$ cat src/rtl/osd_pkg.sv
// Shared widths and types for the OSD pump to SRAM writer path.
package osd_pkg;
    localparam int SRAM_AW = 19;
    localparam int SRAM_DW = 8;

    typedef enum logic [1:0] {
        ST_IDLE,
        ST_SETUP,
        ST_STROBE,
        ST_HOLD
    } wr_state_t;

    typedef struct packed {
        logic [SRAM_AW-1:0] addr;
        logic [SRAM_DW-1:0] data;
    } pump_entry_t;

    localparam int ENTRY_W = $bits(pump_entry_t);
endpackage

$ cat src/rtl/pump_fifo.sv
// Small synchronous FIFO; extra pointer MSB separates full from empty.
module pump_fifo #(
    parameter int DEPTH = 4,
    parameter int WIDTH = 8
) (
    input  logic             pclk,
    input  logic             reset,
    input  logic             push,
    input  logic             pop,
    input  logic [WIDTH-1:0] wdata,
    output logic [WIDTH-1:0] rdata,
    output logic             full,
    output logic             empty
);
    localparam int AW = $clog2(DEPTH);

    logic [WIDTH-1:0] mem [DEPTH];
    logic [AW:0]      wr_ptr;
    logic [AW:0]      rd_ptr;

    assign empty = (wr_ptr == rd_ptr);
    assign full  = (wr_ptr[AW] != rd_ptr[AW]) && (wr_ptr[AW-1:0] == rd_ptr[AW-1:0]);
    assign rdata = mem[rd_ptr[AW-1:0]];

    always_ff @(posedge pclk or posedge reset) begin
        if (reset) begin
            wr_ptr <= '0;
            rd_ptr <= '0;
        end else begin
            if (push) wr_ptr <= wr_ptr + 1'b1;
            if (pop)  rd_ptr <= rd_ptr + 1'b1;
        end
    end

    always_ff @(posedge pclk) begin
        if (push) mem[wr_ptr[AW-1:0]] <= wdata;
    end
endmodule

$ cat src/rtl/osd_pump_sram_writer.sv
// Pclk-side consumer of the OSD pump: buffers pump bytes and writes them to
// SRAM, owning the bus while a pump is active; otherwise the core passes through.
//
// state  | meaning
// IDLE   | no write in flight; pops head when FIFO non-empty and bus is held
// SETUP  | address/data driven, WE# still high
// STROBE | WE# low for WE_CYCLES cycles (down-counter to terminal count)
// HOLD   | WE# high, address/data held; chain to next byte or return to IDLE
module osd_pump_sram_writer
    import osd_pkg::*;
#(
    parameter int FIFO_DEPTH = 4,
    parameter int WE_CYCLES  = 2
) (
    input  logic               pclk,
    input  logic               reset,
    input  logic               pump_active_i,
    input  logic [SRAM_AW-1:0] pump_a_i,
    input  logic [SRAM_DW-1:0] pump_d_i,
    input  logic               pump_we_n_i,
    input  logic [SRAM_AW-1:0] core_a_i,
    input  logic [SRAM_DW-1:0] core_d_i,
    input  logic               core_we_n_i,
    input  logic               core_oe_n_i,
    output logic [SRAM_AW-1:0] sram_a_o,
    output logic [SRAM_DW-1:0] sram_d_o,
    output logic               sram_d_oe_o,
    output logic               sram_we_n_o,
    output logic               sram_oe_n_o,
    output logic               core_hold_o,
    output logic [SRAM_AW-1:0] bytes_o,
    output logic               overflow_o,
    output logic               done_o
);
    localparam logic [2:0] WE_LOAD = 3'(WE_CYCLES - 1);

    logic               act_s1, act_s2, act_s3;
    logic               we_s1, we_s2, we_s3;
    logic               we_fall, act_rise;
    logic               fifo_full, fifo_empty, fifo_push, fifo_pop;
    pump_entry_t        push_entry, head;
    wr_state_t          state;
    logic [2:0]         we_cnt;
    logic               restart_pend;
    logic [SRAM_AW-1:0] wr_a;
    logic [SRAM_DW-1:0] wr_d;
    logic               wr_doe, wr_we_n;

    always_ff @(posedge pclk or posedge reset) begin
        if (reset) begin
            act_s1 <= 1'b0;
            act_s2 <= 1'b0;
            act_s3 <= 1'b0;
            we_s1  <= 1'b1;
            we_s2  <= 1'b1;
            we_s3  <= 1'b1;
        end else begin
            act_s1 <= pump_active_i;
            act_s2 <= act_s1;
            act_s3 <= act_s2;
            we_s1  <= pump_we_n_i;
            we_s2  <= we_s1;
            we_s3  <= we_s2;
        end
    end

    // Pump buses are stable for the whole strobe, so they are sampled directly.
    assign we_fall    = we_s3 & ~we_s2;
    assign act_rise   = act_s2 & ~act_s3;
    assign fifo_pop   = core_hold_o && !fifo_empty && (state == ST_IDLE || state == ST_HOLD);
    assign fifo_push  = we_fall && (!fifo_full || fifo_pop);
    assign push_entry = {pump_a_i, pump_d_i};

    pump_fifo #(
        .DEPTH (FIFO_DEPTH),
        .WIDTH (ENTRY_W)
    ) u_fifo (
        .pclk  (pclk),
        .reset (reset),
        .push  (fifo_push),
        .pop   (fifo_pop),
        .wdata (push_entry),
        .rdata (head),
        .full  (fifo_full),
        .empty (fifo_empty)
    );

    always_ff @(posedge pclk or posedge reset) begin
        if (reset) begin
            state        <= ST_IDLE;
            we_cnt       <= '0;
            wr_a         <= '0;
            wr_d         <= '0;
            wr_doe       <= 1'b0;
            wr_we_n      <= 1'b1;
            core_hold_o  <= 1'b0;
            restart_pend <= 1'b0;
            bytes_o      <= '0;
            overflow_o   <= 1'b0;
            done_o       <= 1'b0;
        end else begin
            done_o <= 1'b0;
            case (state)
                ST_IDLE: begin
                    if (fifo_pop) begin
                        state  <= ST_SETUP;
                        wr_a   <= head.addr;
                        wr_d   <= head.data;
                        wr_doe <= 1'b1;
                    end
                end
                ST_SETUP: begin
                    state   <= ST_STROBE;
                    wr_we_n <= 1'b0;
                    we_cnt  <= WE_LOAD;
                end
                ST_STROBE: begin
                    if (we_cnt == 3'd0) begin
                        state   <= ST_HOLD;
                        wr_we_n <= 1'b1;
                        bytes_o <= bytes_o + 1'b1;
                    end else begin
                        we_cnt <= we_cnt - 1'b1;
                    end
                end
                ST_HOLD: begin
                    if (fifo_pop) begin
                        state <= ST_SETUP;
                        wr_a  <= head.addr;
                        wr_d  <= head.data;
                    end else begin
                        state  <= ST_IDLE;
                        wr_doe <= 1'b0;
                    end
                end
                default: state <= ST_IDLE;
            endcase

            // A restart seen while still draining is deferred until the FIFO empties.
            if (!core_hold_o) begin
                if (act_s2) begin
                    core_hold_o <= 1'b1;
                    bytes_o     <= '0;
                    overflow_o  <= 1'b0;
                end
            end else if (fifo_empty && state == ST_IDLE) begin
                if (restart_pend) begin
                    restart_pend <= 1'b0;
                    bytes_o      <= '0;
                    overflow_o   <= 1'b0;
                    done_o       <= 1'b1;
                end else if (!act_s2) begin
                    core_hold_o <= 1'b0;
                    done_o      <= 1'b1;
                end
            end
            if (core_hold_o && act_rise) restart_pend <= 1'b1;

            if (we_fall && fifo_full && !fifo_pop) overflow_o <= 1'b1;
        end
    end

    assign sram_a_o    = core_hold_o ? wr_a    : core_a_i;
    assign sram_d_o    = core_hold_o ? wr_d    : core_d_i;
    assign sram_d_oe_o = core_hold_o ? wr_doe  : ~core_we_n_i;
    assign sram_we_n_o = core_hold_o ? wr_we_n : core_we_n_i;
    assign sram_oe_n_o = core_hold_o ? 1'b1    : core_oe_n_i;
endmodule

$ cat config.mk
export PLATFORM = sky130hd
export DESIGN_NAME = osd_pump_sram_writer
export DESIGN_NICKNAME = d
export VERILOG_FILES = /design/src/rtl/osd_pkg.sv /design/src/rtl/pump_fifo.sv /design/src/rtl/osd_pump_sram_writer.sv
export SDC_FILE = /design/constraint.sdc
export NUM_CORES = 1
export LEC_CHECK = 0
export BUFFER_PORTS_ARGS = -buffer_cell sky130_fd_sc_hd__buf_2
export CELL_PAD_IN_SITES_DETAIL_PLACEMENT = 1
export CELL_PAD_IN_SITES_GLOBAL_PLACEMENT = 1
export CORE_MARGIN = 2
export CORE_UTILIZATION = 50
export DETAILED_ROUTE_END_ITERATION = 10
export PLACE_DENSITY = 0.89
export SYNTH_ARGS = -nofsm -noshare
export SYNTH_HDL_FRONTEND = slang
export SYNTH_HIERARCHICAL = 1
export SYNTH_SLANG_ARGS = --single-unit
$ cat constraint.sdc
create_clock -name pclk -period 9.25 [get_ports pclk]
set_clock_uncertainty 0.1 [all_clocks]
set_input_delay 0.925 -clock pclk [delete_from_list [all_inputs] [get_ports pclk]]
set_output_delay 0.925 -clock pclk [all_outputs]
set_load 0.03 [all_outputs]
Yosys cells after proc, flatten, opt, wreduce, memory -nomap -nowiden:

Memories as Yosys holds them, arrays and structs flattened. A register that Yosys moved wholly into a read port is not among the register bits.
Index checks and enable logic that the tools add are counted.

* flip-flop bits (word level): 42
* bits in writable memories: 108
* output and inout port bits: 52
* memories kept: 1

Memories
* u_fifo.mem: words 4, width 27, rd ports 1, clocked after Yosys merged registers in 1, write ports 1, line pump_fifo.sv:17 `logic [WIDTH-1:0] mem [DEPTH];`

* add/sub/neg operators: 4
* equal/unequal tests: 12
* multiplexer cells: 40
* bitwise operators: 5
* reduce and logical (&&, ||, !) cells: 28

Operators with widths (number)
* two-way mux 19 bit: 7
* two-way mux 1 bit: 25
* adder 19 x 1 -> 19 bit, second input constant: 1
* AND reduction 2 bit: 5
* logical AND 1 bit: 8
* two-way mux 8 bit: 1
* inequality test 2 bit, second input constant: 4
* one-hot mux 2 bit (4 select lines): 1
* nonzero test 2 bit: 4
* adder 3 x 1 -> 3 bit, second input constant: 2
* inequality test 3 x 1 -> 1 bit, second input constant: 2
* one-hot mux 3 bit (2 select lines): 1
* AND reduction 3 bit: 2
* equality test 2 bit, second input constant: 2
* two-way mux 2 bit: 2
* one-hot mux 1 bit (2 select lines): 2
* equality test 3 bit: 1
* logical NOT 1 bit: 3
* logical NOT 3 bit: 1
* two-way mux 3 bit: 1
* inverter 1 bit: 3
* nonzero test 3 bit: 1
* subtractor 3 x 1 -> 3 bit, second input constant: 1
* AND 1 bit: 2
* other kinds (6): 7

Longest topological paths before layout:

* depth after elaboration: 8
* depth in mapped cells: 10
* gate-level depth less buffers: 7

Modules after synthesis:

Netlist, hierarchy kept.

By module, submodules not included
* pump_fifo: instances 1, cells each 172, area an instance 4247.8 µm²
* osd_pump_sram_writer: instances 1, cells each 322, area an instance 3109.2 µm²

Worst setup path after synthesis:

Ideal clock, no wire load.

* path type: flip-flop to flip-flop
* start point: register u_fifo.rd_ptr[0]
* end point: memory u_fifo/mem[3][0] (netlist bit) (enable)
* library setup time: 388 ps
* arrival time: 2760 ps
* required time: 8762 ps
* setup slack: 6003 ps
* stages on the path, launching flop included: 9
* path buffers: 3
* cells stage by stage: dfrtp_1 buf_2 xor2_1 nor3b_1 or3b_1 buf_2 clkbuf_1 a21oi_1 and2_1

* cells in the longest elaborated chain, start to end: 8

Ends and longest elaborated chain
* from (decl): line pump_fifo.sv:19 `logic [AW:0] rd_ptr;`
* from (signal assigned): line pump_fifo.sv:31 `if (pop) rd_ptr <= rd_ptr + 1'b1;`
* equality test 3 bit: line pump_fifo.sv:21 `assign empty = (wr_ptr == rd_ptr);`
* via fifo_empty: line osd_pump_sram_writer.sv:40 `logic fifo_full, fifo_empty, fifo_push, fifo_pop;`
* logical NOT 1 bit: line osd_pump_sram_writer.sv:70 `assign fifo_pop = core_hold_o && !fifo_empty && (state == ST_IDLE || state == ST_HOLD);`
* logical AND 1 bit (2 in series): line osd_pump_sram_writer.sv:70
* logical OR 1 bit: line osd_pump_sram_writer.sv:71 `assign fifo_push = we_fall && (!fifo_full || fifo_pop);`
* logical AND 1 bit: line osd_pump_sram_writer.sv:71
* via fifo_push: line osd_pump_sram_writer.sv:40
* two-way mux 1 bit: line pump_fifo.sv:36 `if (push) mem[wr_ptr[AW-1:0]] <= wdata;`
* two-way mux 1 bit (implied by the code): line pump_fifo.sv:36
* to (decl): line pump_fifo.sv:17

The timed path passes the listed nets, and every way through them passes these cells.

Worst setup path in the final report:

* start point: register u_fifo.rd_ptr[0]
* end point: memory u_fifo/mem[3][3] (netlist bit) (enable)

The elaborated chain is that of the path after synthesis.

==> flow_summary.ini <==
[run_status]
status = complete, no violations

[final_layout]
nets = 684
diodes = 0
layout_common_cells = buf_2 (111), edfxtp_1 (108), nand2_1 (104)
final_common_cell = buf_2
syn_to_final_growth_pct = 17.98
final_layout_size_suffix_gt1_frac = 0.3542

[worst_setup_path]
ff2ff_setup_slack_ns = 5.38
rr_worst_depth = 6
crit_type = reg -> reg
slowest_delay_ns = 1.04
worstPathMaxFanout = 30
cp.arrival_ns = 3.89
crit_required_ns = 9.27
r2r_end = u_fifo/mem[3][3]$_DFFE_PP_
cp_slowest_cell = dfrtp_2
startpoint_type = flip-flop
worstPathCellList = xor2_1, nor3b_1, or3b_1, a21oi_1, and2_1, buf_4
r2r_start = u_fifo/rd_ptr[0]$_DFFE_PP0P_
endpoint_kind = flip-flop

[min_path]
min_from = act_s1$_DFF_PP0_
hp-class = reg -> reg
min_path_cells = 0
min_to = act_s2$_DFF_PP0_

[sta]
slew_headroom = 0.3177
final_max_slew_viol_count = 0
worst_slack_ns = 5.377
rsz0062_at_grt = false
worst_slew_pin_slew_ns = 1.024
finalWorstPathRequiredPeriod_ns = 3.873
fmax_ghz = 0.2582
setup_viol = 0
finalSetupTns_ns = 0
worst_hold_slack_ns = 0.2559
period_share = 0.4187
hold_viol = 0

[power_and_ir_drop]
pwr-share-comb = 0.364
power_density_nw_per_um2 = 341.7
p_leak_nw = 3.667
ir_worst_vdd_v = 0.0001847
sw_frac_of_total = 0.3827
power_frac_seq = 0.387
p_switching_mw = 1.135
p_int_mw = 1.831
clkPwrFrac = 0.249
p_total_mw = 2.966

[routing]
vias = 4514
avgRoutedWirePerCell_microns = 21.80
drtAntennaViolNets = 0
drc = 0
viasPerCell = 5.587
dr.pass1.iters = 4
drt_iter0_markers = 239
wirelength_microns = 17610

[grt]
grt_max_degree = 49
grt_pass1_wl_microns = 28260
grtUsageTotal = 0.2414
overflow = 0
grt_pass1_vias = 5136
antenna_found_initial = 0

[clocking]
cts-htree-levels = 4
cts_tree = done
cts_buffer_depth = 2
post_cts_resized = 0
cts_root_buffer = clkbuf_16
clk_pin_slew_ns = 0.06
postCtsSetupBuffers = 0
clk_latency_ns = 0.43
clkSinkCount = 177
cts_inserted_buffers = 17
cts_hold_buf = 0

[synthesis]
synth_flop_cell = edfxtp_1
avgSynthCellArea_sq_um = 14.89
synth_nets = 567
synth_top_cell_area_share = 0.4408
synth_edf_count = 108
synth-seq-cells = 177
synth_top_cell_by_area = edfxtp_1
yosysSeqAreaShare = 0.6762
syn_area_sq_um = 7357
synth_area_leaders = edfxtp_1 (44%), dfrtp_1 (22%), mux4_2 (8.3%)
yosysWarnings = 6
synth_cells = 494
ys_types = 49
async_flop_share = 0.3898

[floorplan]
core_region_area_sq_um = 14480
initial_core_util = 0.5081
die-height_microns = 125.3
io_pins = 112
rows = 44
dieWidth_microns = 125.3
dieArea_sq_um = 15700

[placed_design]
portBuffers = 111
dp_slack_ns = 5.509
dp_hpwl_microns = 11540
gp_congestion = 0.7629

[run]
drv_cap = 0
-- flip-flops by register name (all words and copies together), names as in the netlist, 2 cells and up --
| name | count |
|---|---|
| bytes_o | 19 |
| we_cnt | 3 |
| u_fifo/rd_ptr | 3 |
| wr_a | 19 |
| u_fifo/wr_ptr | 3 |
| wr_d | 8 |
| state | 2 |
| u_fifo/mem | 108 |
-- metal layers --
layer  vias up  track usage  wire (microns)
li1       2028            -               -
met1      2299       0.2733            6396
met2       158       0.4402            9832
met3        29      0.05049            1007
met4         0       0.1072             375
met5         -            0               0
-- worst max path at each step --
stage / cells past startpoint / start / endpoint / slack (ns)
final: 6 / u_fifo/rd_ptr[0]$_DFFE_PP0P_ / u_fifo/mem[3][3]$_DFFE_PP_ / 5.38
after global routing: 6 / u_fifo/rd_ptr[0]$_DFFE_PP0P_ / u_fifo/mem[3][5]$_DFFE_PP_ / 5.05
after CTS: 6 / u_fifo/rd_ptr[0]$_DFFE_PP0P_ / u_fifo/mem[3][5]$_DFFE_PP_ / 5.34
after detailed placement: 6 / u_fifo/rd_ptr[0]$_DFFE_PP0P_ / u_fifo/mem[3][2]$_DFFE_PP_ / 5.51
after global placement: 6 / u_fifo/rd_ptr[0]$_DFFE_PP0P_ / u_fifo/mem[3][2]$_DFFE_PP_ / 5.63
after floorplan: 8 / u_fifo/rd_ptr[0]$_DFFE_PP0P_ / u_fifo/mem[3][0]$_DFFE_PP_ / 6.00
-- area by class of cell --
type | instances | area [sq um]
Fill cell | 1402 | 5799
Tap cell | 184 | 230.2
Multi-Input combinational cell | 283 | 2198
Timing Repair Buffer | 119 | 615.6
Clock buffer | 18 | 429.2
Sequential cell | 177 | 4977
Inverter | 13 | 48.80
Clock inverter | 14 | 180.2
-- cell usage after synthesis, types with 2 or more instances --
master      n
buf_2       5
and3_1      2
nand2_1   104
buf_4       5
o211ai_1    2
xnor2_1     3
a21oi_1    11
inv_1      12
buf_6       2
o31ai_1     2
edfxtp_1  108
nand3_1     6
nand4_1     5
mux2i_1     2
nor2_1     12
dfstp_2     4
nand2b_1    2
and2_1      5
dfrtp_1    65
o21ai_0     5
ha_1       13
xor2_1     12
mux4_2     27
or4_1       3
or3_1       6
clkbuf_1    8
o21ai_1    13
mux2_2     29
-- metrics by stage --
step | cells | cell area (sq um) | utilization
6_report | 808 | 8680 | 0.5995
4_1_cts | 808 | 8680 | 0.5995
3_5_place_dp | 776 | 8070 | 0.5574
3_3_place_gp | 776 | 8070 | 0.5574
5_1_grt | 808 | 8680 | 0.5995
2_1_floorplan | 494 | 7357 | -
-- cells by family after synthesis --
logic type / synth area share
xor gates and xnor gates: 0.01786
DFF: 0.6762
and+or+nand+nor: 0.09745
muxes: 0.1298
buffers and inverters: 0.02500
adders and majority gates: 0.02211
AOI/OAI and AO/OA: 0.03163
-- worst max-delay path: cells and delay by family, from the launching register on --
kind,cells,cell delay (ns)
flip-flops,1,1.04
buffers and inverters,1,0.37
XOR/XNOR,1,0.33
AND/OR/NAND/NOR,3,1.25
AO/OA/AOI/OAI,1,0.45
-- power by group through the flow --
stage / Sequential (mW) / Combinational, mW / Clock (mW)
floorplan: 1.10 / 0.824 / 0
global placement: 1.14 / 0.979 / 0
detailed placement: 1.16 / 1.06 / 0
CTS: 1.15 / 1.09 / 0.750
global route: 1.17 / 1.18 / 0.777
finish: 1.15 / 1.08 / 0.740
(Power assumes the default switching activity.)
